[config.mk]
export PLATFORM = sky130hd
export DESIGN_NAME = balanca_ctrl
export DESIGN_NICKNAME = d
export VERILOG_FILES = /design/src/rtl/balanca_ctrl.sv
export SDC_FILE = /design/constraint.sdc
export NUM_CORES = 1
export LEC_CHECK = 0
export ABC_AREA = 1
export CAP_MARGIN = 10
export CORE_UTILIZATION = 55
export DETAILED_ROUTE_END_ITERATION = 10
export GPL_TIMING_DRIVEN = 1
export PLACE_DENSITY = 0.73
export SYNTH_ARGS = -nofsm -noshare
export SYNTH_HDL_FRONTEND = slang
export SYNTH_SLANG_ARGS = --single-unit
[constraint.sdc]
create_clock -name clk -period 3.2 [get_ports clk]
set_input_delay 0.64 -clock clk [delete_from_list [all_inputs] [get_ports clk]]
set_output_delay 0.64 -clock clk [all_outputs]
set_load 0.05 [all_outputs]
[src/rtl/balanca_ctrl.sv]
// Price datapath sequencer for the scale: tare subtract, shift-add multiply, restoring
// divide by 1000 with half-up rounding, clamp, and double-dabble to packed BCD for the display.
module balanca_ctrl #(
   parameter int unsigned W_PESO  = 20,
   parameter int unsigned W_PRECO = 16,
   parameter int unsigned DIGITS  = 6
) (
   input  logic                  clk,
   input  logic                  rst,
   input  logic [W_PESO-1:0]     peso_g,
   input  logic [W_PRECO-1:0]    preco_kg,
   input  logic                  tara_btn,
   input  logic                  start,
   input  logic                  out_ready,
   output logic                  busy,
   output logic                  out_valid,
   output logic [4*DIGITS-1:0]   saida_peso,
   output logic [4*DIGITS-1:0]   saida_preco,
   output logic                  erro
);

   localparam int unsigned W_PROD = W_PESO + W_PRECO;
   localparam int unsigned LIMIT  = 10**DIGITS - 1;
   localparam int unsigned W_BIN  = $clog2(LIMIT + 1);
   localparam int unsigned W_BCD  = 4 * DIGITS;
   localparam int unsigned W_CNT  = $clog2(W_PROD + 2);
   localparam logic [10:0] DIVISOR = 11'd1000;

   typedef enum logic [2:0] {StIdle, StMult, StDiv, StBcd, StHold} state_e;

   state_e              state_q, state_d;
   logic [W_CNT-1:0]    cnt_q, cnt_d;
   logic [W_PESO-1:0]   tara_q, tara_d;
   logic [W_PESO-1:0]   net_q, net_d;
   logic [W_PESO-1:0]   mplier_q, mplier_d;
   logic [W_PROD-1:0]   mcand_q, mcand_d;
   logic [W_PROD-1:0]   prod_q, prod_d;
   logic [9:0]          rem_q, rem_d;
   logic [W_BIN-1:0]    bin_peso_q, bin_peso_d, bin_preco_q, bin_preco_d;
   logic [W_BCD-1:0]    bcd_peso_q, bcd_peso_d, bcd_preco_q, bcd_preco_d;
   logic                erro_q, erro_d;
   logic [W_BCD-1:0]    saida_peso_q, saida_peso_d, saida_preco_q, saida_preco_d;
   logic                saida_erro_q, saida_erro_d;

   logic [10:0]         rem_sh;
   logic                qbit;
   logic [W_PROD-1:0]   q_nx;
   logic                q_over, net_over;
   logic [W_BCD-1:0]    bcd_peso_nx, bcd_preco_nx;

   function automatic logic [W_BCD-1:0] add3(input logic [W_BCD-1:0] b);
      logic [W_BCD-1:0] r;
      r = b;
      for (int i = 0; i < int'(DIGITS); i++) begin
         if (r[4*i +: 4] >= 4'd5) r[4*i +: 4] = r[4*i +: 4] + 4'd3;
      end
      return r;
   endfunction

   always_comb begin
      state_d       = state_q;
      cnt_d         = cnt_q;
      tara_d        = tara_q;
      net_d         = net_q;
      mplier_d      = mplier_q;
      mcand_d       = mcand_q;
      prod_d        = prod_q;
      rem_d         = rem_q;
      bin_peso_d    = bin_peso_q;
      bin_preco_d   = bin_preco_q;
      bcd_peso_d    = bcd_peso_q;
      bcd_preco_d   = bcd_preco_q;
      erro_d        = erro_q;
      saida_peso_d  = saida_peso_q;
      saida_preco_d = saida_preco_q;
      saida_erro_d  = saida_erro_q;

      // During DIV the product register doubles as dividend/quotient shift register
      rem_sh   = {rem_q, prod_q[W_PROD-1]};
      qbit     = (rem_sh >= DIVISOR);
      q_nx     = {prod_q[W_PROD-2:0], qbit};
      q_over   = (q_nx > W_PROD'(LIMIT));
      net_over = (32'(net_q) > LIMIT);

      bcd_peso_nx  = {add3(bcd_peso_q)[W_BCD-2:0], bin_peso_q[W_BIN-1]};
      bcd_preco_nx = {add3(bcd_preco_q)[W_BCD-2:0], bin_preco_q[W_BIN-1]};

      case (state_q)
         StIdle: begin
            if (tara_btn) begin
               tara_d = peso_g;
            end else if (start) begin
               net_d    = (peso_g >= tara_q) ? peso_g - tara_q : '0;
               mplier_d = (peso_g >= tara_q) ? peso_g - tara_q : '0;
               mcand_d  = W_PROD'(preco_kg);
               prod_d   = '0;
               cnt_d    = '0;
               state_d  = StMult;
            end
         end
         StMult: begin
            if (mplier_q[0]) prod_d = prod_q + mcand_q;
            mplier_d = mplier_q >> 1;
            mcand_d  = mcand_q << 1;
            cnt_d    = cnt_q + W_CNT'(1);
            if (cnt_q == W_CNT'(W_PESO - 1)) begin
               cnt_d   = '0;
               state_d = StDiv;
            end
         end
         StDiv: begin
            if (cnt_q == '0) begin
               // Half-up rounding; cannot carry out since the max product leaves ample headroom
               prod_d = prod_q + W_PROD'(500);
               rem_d  = '0;
               cnt_d  = W_CNT'(1);
            end else begin
               prod_d = q_nx;
               rem_d  = qbit ? 10'(rem_sh - DIVISOR) : rem_sh[9:0];
               cnt_d  = cnt_q + W_CNT'(1);
               if (cnt_q == W_CNT'(W_PROD)) begin
                  bin_preco_d = q_over ? W_BIN'(LIMIT) : q_nx[W_BIN-1:0];
                  bin_peso_d  = net_over ? W_BIN'(LIMIT) : W_BIN'(net_q);
                  erro_d      = q_over | net_over;
                  bcd_peso_d  = '0;
                  bcd_preco_d = '0;
                  cnt_d       = '0;
                  state_d     = StBcd;
               end
            end
         end
         StBcd: begin
            bcd_peso_d  = bcd_peso_nx;
            bcd_preco_d = bcd_preco_nx;
            bin_peso_d  = bin_peso_q << 1;
            bin_preco_d = bin_preco_q << 1;
            cnt_d       = cnt_q + W_CNT'(1);
            if (cnt_q == W_CNT'(W_BIN - 1)) begin
               saida_peso_d  = bcd_peso_nx;
               saida_preco_d = bcd_preco_nx;
               saida_erro_d  = erro_q;
               cnt_d         = '0;
               state_d       = StHold;
            end
         end
         StHold: begin
            if (out_ready) state_d = StIdle;
         end
         default: state_d = StIdle;
      endcase
   end

   always_ff @(posedge clk) begin
      if (rst) begin
         state_q       <= StIdle;
         cnt_q         <= '0;
         tara_q        <= '0;
         net_q         <= '0;
         mplier_q      <= '0;
         mcand_q       <= '0;
         prod_q        <= '0;
         rem_q         <= '0;
         bin_peso_q    <= '0;
         bin_preco_q   <= '0;
         bcd_peso_q    <= '0;
         bcd_preco_q   <= '0;
         erro_q        <= 1'b0;
         saida_peso_q  <= '0;
         saida_preco_q <= '0;
         saida_erro_q  <= 1'b0;
      end else begin
         state_q       <= state_d;
         cnt_q         <= cnt_d;
         tara_q        <= tara_d;
         net_q         <= net_d;
         mplier_q      <= mplier_d;
         mcand_q       <= mcand_d;
         prod_q        <= prod_d;
         rem_q         <= rem_d;
         bin_peso_q    <= bin_peso_d;
         bin_preco_q   <= bin_preco_d;
         bcd_peso_q    <= bcd_peso_d;
         bcd_preco_q   <= bcd_preco_d;
         erro_q        <= erro_d;
         saida_peso_q  <= saida_peso_d;
         saida_preco_q <= saida_preco_d;
         saida_erro_q  <= saida_erro_d;
      end
   end

   assign busy        = (state_q != StIdle);
   assign out_valid   = (state_q == StHold);
   assign saida_peso  = saida_peso_q;
   assign saida_preco = saida_preco_q;
   assign erro        = saida_erro_q;

endmodule

; After elaboration in Yosys (flattened, before gate mapping)
; Index checks and enable logic that the tools add are counted.
[totals]
output_inout_bits = 51
memories = 0
latch_bits = 0
elab_cells = 135
inputBits = 41
mem_bits_ro = 0
ram_bits = 0
reg_bits = 289
[op_classes]
n_addsub = 17
n_mul = 0
n_eq_ne = 14
n_shift = 0
n_reduce_logical = 17
n_div = 0
mux = 52
n_bitwise = 3
magnitude_cmp = 16
[ops]
columns = cell, n
row1 = two-way mux 36 bit, 6
row2 = two-way mux 20 bit, 9
row3 = case mux 20 bit (2 select lines), 3
row4 = case mux 36 bit (3 select lines), 1
row5 = case mux 24 bit (2 select lines), 2
row6 = case mux 36 bit (2 select lines), 1
row7 = ">= comparator 4 x 3 -> 1 bit, second input constant", 12
row8 = two-way mux 24 bit, 2
row9 = "adder 4 x 2 -> 4 bit, second input constant", 10
row10 = two-way mux 4 bit, 10
row11 = adder 36 bit, 1
row12 = "adder 36 x 9 -> 36 bit, second input constant", 1
row13 = "> comparator 36 x 20 -> 1 bit, second input constant", 1
row14 = two-way mux 6 bit, 5
row15 = two-way mux 3 bit, 9
row16 = >= comparator 20 bit, 1
row17 = "> comparator 20 bit, second input constant", 1
row18 = two-way mux 10 bit, 2
row19 = subtractor 20 bit, 1
row20 = case mux 6 bit (3 select lines), 1
row21 = "inequality test 2 bit, second input constant", 8
row22 = case mux 3 bit (5 select lines), 1
row23 = AND reduction 3 bit, 5
row24 = ">= comparator 11 x 10 -> 1 bit, second input constant", 1
row25 = 18 further kinds, 25

; Depth between registers and ports, before layout
; Gate-level depths: netlist of the first run.
[depth]
depth_word = 6
ltp_mapped = 15
ltp_nobuf = 15

; Least setup slack after synthesis of the first run
; Ideal clock, no wire load.
[synth_timing]
kind = input to register
from = in peso_g[0]
to = reg mplier_q[16]
slack_ps = 929
setup_time_ps = 132
path_stages = 13
arrival_time_ps = 2139
n_path_buf = 1
required_time_ps = 3068
path_cell_list = inv_1 -> ha_1 -> inv_1 -> fa_1 -> nand2_1 -> nor2_1 -> nor2_1 -> inv_1 -> nand3_1 -> nand4_1 -> buf_2 -> nand4_1 -> a21oi_1
[synth_between]
elab_chain_len = 5
elab_cells_between_ends = 6
classes_between = add/sub (1) / order compare (1) / mux (4)
[synth_rtl]
columns = item, line_no
row1 = "start, declared", 10  ; input logic [W_PESO-1:0] peso_g,
row2 = subtractor 20 bit / >= comparator 20 bit (equally long branches), 94  ; mplier_d = (peso_g >= tara_q) ? peso_g - tara_q : '0;
row3 = two-way mux 20 bit (*), 94
row4 = two-way mux 20 bit (*), 92  ; end else if (start) begin
row5 = two-way mux 20 bit (*), 90  ; if (tara_btn) begin
row6 = case mux 20 bit (2 select lines) (*), 88  ; case (state_q)
row7 = "end signal, assigned", 176  ; mplier_q <= mplier_d;
row8 = "end, declared", 35  ; logic [W_PESO-1:0] mplier_q, mplier_d;
; Every way passes the cells marked *; elsewhere a longest branch is shown, timed or not. The select of a mux whose other input is x is not followed.
; A chain may end at the register's enable or synchronous reset.

; Worst setup path in the final report of the first run
[layout_timing]
from = reg state_q[1]
to = out out_valid
[layout_between]
elab_chain_len = 1
[layout_rtl]
columns = item, line_no
row1 = "start, declared", 31  ; state_e state_q, state_d;
row2 = "start signal, assigned", 155  ; state_q <= StIdle;
row3 = "start signal, assigned", 172  ; state_q <= state_d;
row4 = equality test 3 bit, 192  ; assign out_valid = (state_q == StHold);
row5 = "end, declared", 16  ; output logic out_valid,
; Every way passes these cells.

==> summary.txt, run 1 <==
Wire length of the first global-routing pass = 78.4 mm
Nets = 2831
Hold buffer count at CTS = 0
Number of max-cap violations = 0
TritonCTS clock tree = done
Maximum number of pins on one net before global-route repair = 165
Maximum buffer depth of the clock tree = 3
DRT met1 WL = 22.5 mm
Die width = 179 um
Worst path required time = 2560 ps
Type of element launching the critical path = register
Clock-pin slew of the registers on the worst-case setup and hold paths = 60 ps
Reg2reg start = mcand_q[0]$_SDFFE_PP0P_
Number of warning messages in the yosys log = 0
Worst VDD drop = 957 uV
Total die area = 32000 sq um
Antenna violations before repair = 0
Sequential share of the synthesized area = 33.6%
Power per Cell Area = 664 nW/um^2
Accumulated negative setup slack = 0 ps
Cell chain of the critical path = nor3_1, clkdlybuf4s50_1
Critical path's largest stage delay = 900 ps
CP arrival = 2230 ps
R2R Setup Slk = 650 ps
Routed wire length on met3 = 3.26 mm
CP Max Fanout = 5
Synth top area cells = sky130_fd_sc_hd__dfxtp_1 34%, sky130_fd_sc_hd__nand2_1 15%, sky130_fd_sc_hd__a21oi_1 9.1%
Clk sinks = 289
Synthesized instance count = 2666
Total Routing Usage GR = 30.0%
Worst setup path category = reg2out
Cell area after synthesis = 17200 sq um
Time the worst path needs with I/O delays and setup = 2870 ps
Result of the run = complete, no violations
Max-Slew Margin vs Limit = 37.4%
Buffer count from post-CTS setup fixing = 0
Critical path endpoint category = output port
Fraction of final layout cells sized beyond drive strength 1 = 4.14%
Distinct cells, synth = 47
Via density = 5.61
Critical-path cell with the highest stage delay = sky130_fd_sc_hd__clkdlybuf4s50_1
Initial core utilization = 56.2%
Core box area = 30700 sq um
Max Clock Skew = 17.6 ps
DRT Pass-1 Iters = 6
Met2 routed wirelength = 21.2 mm
Remaining design rule violation count = 0
DRC marker count from the first detailed-route iteration = 1489
Dominant synthesized flop cell = sky130_fd_sc_hd__dfxtp_1
End of the worst register-to-register path = prod_q[24]$_SDFFE_PP0P_
Most common cell after layout, fill and taps aside = sky130_fd_sc_hd__nand2_1
Share of the clock period used by the worst path = 89.8%
Number of buffer cells added on primary ports = 91
Hold worst-path end = tara_q[8]$_SDFFE_PP0P_
Placer Congestion = 0.970
Net count after synthesis = 2792
Buffer type at the clock tree root = sky130_fd_sc_hd__clkbuf_16
Length in cells of the worst reg-to-reg path = 14
Post-synth EDFFs = 0
Yosys top cell area share = 33.6%
Number of H-tree branching levels = 2
Asr flop ratio synth = 0%
Die span in y = 179 um
Most area-hungry cell type in the Yosys netlist = sky130_fd_sc_hd__dfxtp_1
Worst min-delay path class = reg2reg
Hold path start = tara_q[8]$_SDFFE_PP0P_
Remaining antenna violation count after routing = 0
Worst Path Buf+Inv = 1
Final Util = 63.5%
Number of synthesized register bits = 289
Dominant delay contributor by cell family on the critical path = buffers and inverters
Final Max Slew Viols = 0
Sum of net half-perimeters after detailed placement = 34.6 mm
Hold Fails Final Rpt = 0
Final setup violating endpoints = 0
Static Leakage = 7.93 nW
Synthesized area per cell = 6.46 sq um
Clk Latency, worst-skew pair = 520 ps
CTS buffer count = 34
Via count of the first global-routing pass = 16100
Fmax achieved = 348 MHz
Most frequent cells in the layout = 709 x sky130_fd_sc_hd__nand2_1, 314 x sky130_fd_sc_hd__a21oi_1, 305 x sky130_fd_sc_hd__inv_1
Antenna diode count = 0
Number of standard-cell rows in the floorplan = 64
Routed wirelength normalized by instance count = 15.4 um
Synthesis-to-layout area growth = 13.1%
Final wirelength = 48.0 mm
Top-level I/O count = 92
Top layer used by detailed routing = met4
CTS-repair resized insts = 0
Setup repair after global routing missed its margin = no
Overflow left after global routing = 0
Total via count after detailed routing = 17500
Number of stages on the worst hold path = 2
Least-Margin Pin Slew = 938 ps
==> per-layer routing <==
layer	global-route usage [%]	vias to the layer above
li1	-	8818
met1	42.3	8094
met2	48.2	557
met3	3.14	75
met4	8.23	0
met5	0	-
==> worst min-delay path, cell delays in order, from the launching register on <==
cell and delay, ps:
sky130_fd_sc_hd__dfxtp_1 290, sky130_fd_sc_hd__inv_1 60, sky130_fd_sc_hd__a21oi_1 60
==> synth_stat cells, types with 5 or more instances <==
cell and n:
sky130_fd_sc_hd__a22oi_1 5, sky130_fd_sc_hd__clkbuf_1 61, sky130_fd_sc_hd__xnor2_1 5, sky130_fd_sc_hd__o21ai_1 7, sky130_fd_sc_hd__nand3_1 97, sky130_fd_sc_hd__dfxtp_1 289, sky130_fd_sc_hd__nor3_1 28, sky130_fd_sc_hd__inv_2 12
sky130_fd_sc_hd__o22ai_1 15, sky130_fd_sc_hd__nor2_4 5, sky130_fd_sc_hd__a31oi_1 43, sky130_fd_sc_hd__nor2_1 273, sky130_fd_sc_hd__buf_2 41, sky130_fd_sc_hd__xor2_1 31, sky130_fd_sc_hd__o21ai_0 185, sky130_fd_sc_hd__or2_2 10
sky130_fd_sc_hd__nand2_2 6, sky130_fd_sc_hd__nand4_1 37, sky130_fd_sc_hd__a21oi_1 314, sky130_fd_sc_hd__o21a_1 15, sky130_fd_sc_hd__inv_1 306, sky130_fd_sc_hd__ha_1 83, sky130_fd_sc_hd__nand2_1 709, sky130_fd_sc_hd__o21bai_1 14
sky130_fd_sc_hd__o221ai_1 19, sky130_fd_sc_hd__o211ai_1 7, sky130_fd_sc_hd__nand3b_1 17
==> sequential cells by signal (all words and copies together), names as in the netlist, 20 cells and up <==
name,flops
bcd_peso_q,24
bcd_preco_q,24
bin_peso_q,20
bin_preco_q,20
mcand_q,36
mplier_q,20
net_q,20
prod_q,36
saida_peso,24
saida_preco,24
tara_q,20
==> per-stage QoR <==
| stage | setup WS [ps] | hold WS, ps | power (mW) | cell area, sq um | std cells |
|---|---|---|---|---|---|
| CTS | 249 | 459 | 12.9 | 19500 | 3125 |
| detailed placement | 175 | 450 | 8.99 | 18300 | 3065 |
| floorplan | 929 | 433 | 7.73 | 17200 | 2666 |
| global placement | 170 | 442 | 8.93 | 18300 | 3065 |
| global route | 241 | 471 | 13.7 | 19500 | 3125 |
| finish | 327 | 454 | 12.9 | 19500 | 3125 |
==> cell type report <==
type                    count  area, sq um
inverters                 319         1200
clock inverters            13          179
clock buffers              47          951
multi-input cells        1951         9790
repair buffers            110         1080
fillers                  2923        11200
well taps                 396          495
flip-flops and latches    289         5790
==> power breakdown <==
group	leakage [nW]	switching (mW)	internal (mW)
Combinational	5.05	3.02	1.40
Clock	0.532	1.57	2.34
Sequential	2.34	0.569	4.03
Total	7.93	5.15	7.77
==> kinds of logic after synthesis <==
logic type / Yosys count / share of synthesized area, %
simple gates: 1198 / 28.7
compound gates: 632 / 20.0
buf+inv: 426 / 9.67
flops: 289 / 33.6
fa+ha+maj: 85 / 6.26
xor+xnor: 36 / 1.83
==> worst max-delay path by stage <==
stage                                       start                         to  slack, ps  cells past startpoint
after floorplan                         peso_g[0]  mplier_q[16]$_SDFFE_PP0P_        930                     13
after global placement                  peso_g[0]     net_q[16]$_SDFFE_PP0P_        170                     14
after detailed placement                peso_g[0]  mplier_q[16]$_SDFFE_PP0P_        180                     14
after CTS                 state_q[1]$_SDFFE_PP0P_                  out_valid        250                      2
after global routing      state_q[2]$_SDFFE_PP0P_                  out_valid        240                      3
final                     state_q[1]$_SDFFE_PP0P_                  out_valid        330                      2
Power figures use the tool's default switching activity.
==> run 2, diff against run 1 <==
--- a/config.mk
+++ b/config.mk
@@ -7,10 +7,12 @@
 export LEC_CHECK = 0
 export ABC_AREA = 1
 export CAP_MARGIN = 10
+export CORE_MARGIN = 1
 export CORE_UTILIZATION = 55
 export DETAILED_ROUTE_END_ITERATION = 10
 export GPL_TIMING_DRIVEN = 1
 export PLACE_DENSITY = 0.73
+export SETUP_SLACK_MARGIN = 0.5
 export SYNTH_ARGS = -nofsm -noshare
 export SYNTH_HDL_FRONTEND = slang
 export SYNTH_SLANG_ARGS = --single-unit
==> summary.txt, run 2 (synthesis results as in run 1) <==
Result of the run = complete, no violations (unchanged)
Total via count after detailed routing = 17600 (was 17500)
Synthesis-to-layout area growth = 13.1% (about the same)
Maximum buffer depth of the clock tree = 3 (unchanged)
Number of H-tree branching levels = 2 (unchanged)
Least-Margin Pin Slew = 937 ps (was 938 ps)
Accumulated negative setup slack = 0 ps (unchanged)
Final setup violating endpoints = 0 (unchanged)
R2R Setup Slk = 750 ps (was 650 ps)
Worst VDD drop = 952 uV (was 957 uV)
Via count of the first global-routing pass = 16100 (unchanged)
Routed wirelength normalized by instance count = 15.4 um (about the same)
Buffer type at the clock tree root = sky130_fd_sc_hd__clkbuf_16 (unchanged)
Die span in y = 179 um (unchanged)
Psw = 5.15 mW (about the same)
DRC marker count from the first detailed-route iteration = 1554 (was 1489)
Fmax achieved = 392 MHz (was 348 MHz)
Hold Fails Final Rpt = 0 (unchanged)
Multi-input logic area = 9800 sq um (was 9790 sq um)
Clock-pin slew of the registers on the worst-case setup and hold paths = 60 ps (about the same)
Max-Slew Margin vs Limit = 37.5% (was 37.4%)
Type of element launching the critical path = register (unchanged)
Worst hold margin = 454 ps (about the same)
Total Routing Usage GR = 30.0% (unchanged)
Total die area = 32000 sq um (unchanged)
Antenna violations before repair = 0 (unchanged)
Clock power frac = 30.2% (about the same)
Power per Cell Area = 663 nW/um^2 (was 664 nW/um^2)
Fraction of power spent switching nets = 39.9% (about the same)
Worst setup path endpoint = out_valid (unchanged)
Worst Path Buf+Inv = 1 (unchanged)
Relative contribution of combinational cells to total power = 34.2% (about the same)
Int Pwr = 7.77 mW (about the same)
Time the worst path needs with I/O delays and setup = 2550 ps (was 2870 ps)
Critical path endpoint category = output port (unchanged)
Placer Congestion = 0.970 (unchanged)
Number of filler cells placed in the layout = 2922 (was 2923)
Remaining antenna violation count after routing = 0 (unchanged)
Top-level I/O count = 92 (unchanged)
Die width = 179 um (unchanged)
CP Max Fanout = 5 (unchanged)
Setup repair after global routing missed its margin = no (unchanged)
Share of the clock period used by the worst path = 79.7% (was 89.8%)
Sum of net half-perimeters after detailed placement = 34.6 mm (unchanged)
Hold buffer count at CTS = 0 (unchanged)
Nets = 2832 (was 2831)
Most frequent cells in the layout = 708 x sky130_fd_sc_hd__nand2_1, 314 x sky130_fd_sc_hd__a21oi_1, 305 x sky130_fd_sc_hd__inv_1 (was 709 x sky130_fd_sc_hd__nand2_1, 314 x sky130_fd_sc_hd__a21oi_1, 305 x sky130_fd_sc_hd__inv_1)
Most common cell after layout, fill and taps aside = sky130_fd_sc_hd__nand2_1 (unchanged)
Number of standard-cell rows in the floorplan = 64 (unchanged)
Number of max-cap violations = 0 (unchanged)
End of the worst register-to-register path = prod_q[24]$_SDFFE_PP0P_ (unchanged)
Number of buffer cells added on primary ports = 91 (unchanged)
Reg2reg start = prod_q[0]$_SDFFE_PP0P_ (was mcand_q[0]$_SDFFE_PP0P_)
Static Leakage = 7.94 nW (was 7.93 nW)
Max Clock Skew = 19.2 ps (was 17.6 ps)
Final Max Slew Viols = 0 (unchanged)
Initial core utilization = 56.2% (unchanged)
Critical-path cell with the highest stage delay = sky130_fd_sc_hd__dlygate4sd2_1 (was sky130_fd_sc_hd__clkdlybuf4s50_1)
Via density = 5.64 (was 5.61)
Critical path's largest stage delay = 600 ps (was 900 ps)
TritonCTS clock tree = done (unchanged)
Final wirelength = 48.2 mm (was 48.0 mm)
Count of cell instances traversed by the critical path = 2 (unchanged)
CP arrival = 1910 ps (was 2230 ps)
Antenna diode count = 0 (unchanged)
Area taken by flip-flops and latches = 5790 sq um (unchanged)
DP Area = 18300 sq um (unchanged)
Register share of total power = 35.6% (about the same)
Worst setup path startpoint = state_q[1]$_SDFFE_PP0P_ (unchanged)
Fin area = 19500 sq um (about the same)
Buffer count from post-CTS setup fixing = 0 (unchanged)
Worst path required time = 2560 ps (about the same)
DRT Pass-1 Iters = 5 (was 6)
Worst setup path category = reg2out (unchanged)
CTS buffer count = 34 (unchanged)
Maximum number of pins on one net before global-route repair = 165 (unchanged)
Length in cells of the worst reg-to-reg path = 14 (unchanged)
Overflow left after global routing = 0 (unchanged)
Clk sinks = 289 (unchanged)
Worst min-delay path class = reg2reg (unchanged)
Dominant delay contributor by cell family on the critical path = buffers and inverters (unchanged)
Largest registers = mcand_q (36), prod_q (36) (unchanged)
Remaining design rule violation count = 0 (unchanged)
Core box area = 30700 sq um (unchanged)
Wire length of the first global-routing pass = 78.4 mm (unchanged)
Fraction of final layout cells sized beyond drive strength 1 = 4.25% (was 4.14%)
Clk Latency, worst-skew pair = 520 ps (about the same)
Cell chain of the critical path = nor3_1, dlygate4sd2_1 (was nor3_1, clkdlybuf4s50_1)
-- run 2: timing repair --
action,in CTS,in global routing
pin swaps,0,1
setup endpoints to repair,2,68
cloned,0,1
resized for setup,2,4
-- run 2: cell type report --
type	count	share of cell area, %
multi-input combinational	1952	50.3
tap	396	2.54
clock inverter	13	0.918
inverter	319	6.14
timing repair buffer	110	5.53
clock buffer	47	4.88
sequential	289	29.7
-- run 2: how the worst min path moves through the flow --
stage / startpoint / endpoint / slack [ps] / cells after the start
floorplan: tara_q[10]$_SDFFE_PP0P_ / tara_q[10]$_SDFFE_PP0P_ / 430 / 2
global placement: tara_q[6]$_SDFFE_PP0P_ / tara_q[6]$_SDFFE_PP0P_ / 440 / 2
detailed placement: tara_q[3]$_SDFFE_PP0P_ / tara_q[3]$_SDFFE_PP0P_ / 450 / 2
CTS: tara_q[3]$_SDFFE_PP0P_ / tara_q[3]$_SDFFE_PP0P_ / 460 / 2
global route: tara_q[17]$_SDFFE_PP0P_ / tara_q[17]$_SDFFE_PP0P_ / 470 / 2
finish: tara_q[8]$_SDFFE_PP0P_ / tara_q[8]$_SDFFE_PP0P_ / 450 / 2
-- run 2: power groups by stage --
stage | sequential (mW) | combinational [mW] | clock, mW
finish | 4.60 | 4.42 | 3.90
global route | 4.65 | 4.94 | 4.10
CTS | 4.58 | 4.36 | 3.97
detailed placement | 4.66 | 4.34 | 0
global placement | 4.65 | 4.28 | 0
floorplan | 4.40 | 3.33 | 0
-- run 2: stage by stage --
step                total power, mW  std cells  setup slack, ps  util [%]
floorplan                      7.73       2666              929         -
global route                   13.7       3126              547      63.5
finish                         12.9       3126              648      63.5
global placement               8.93       3065              170      59.8
detailed placement             8.99       3065              175      59.8
CTS                            12.9       3125              574      63.5
-- run 2: tightest hold or removal path, cell delays in order, from the launching register on --
cell,delay (ps)
sky130_fd_sc_hd__dfxtp_1,290
sky130_fd_sc_hd__inv_1,60
sky130_fd_sc_hd__a21oi_1,60
-- run 2: routing by layer --
metal,part of all wire (%),vias to the layer above,track usage (%)
li1,-,8829,-
met3,6.3,72,3.14
met4,2.1,0,8.23
met2,45,566,48.2
met5,0,-,0
met1,47,8155,42.3
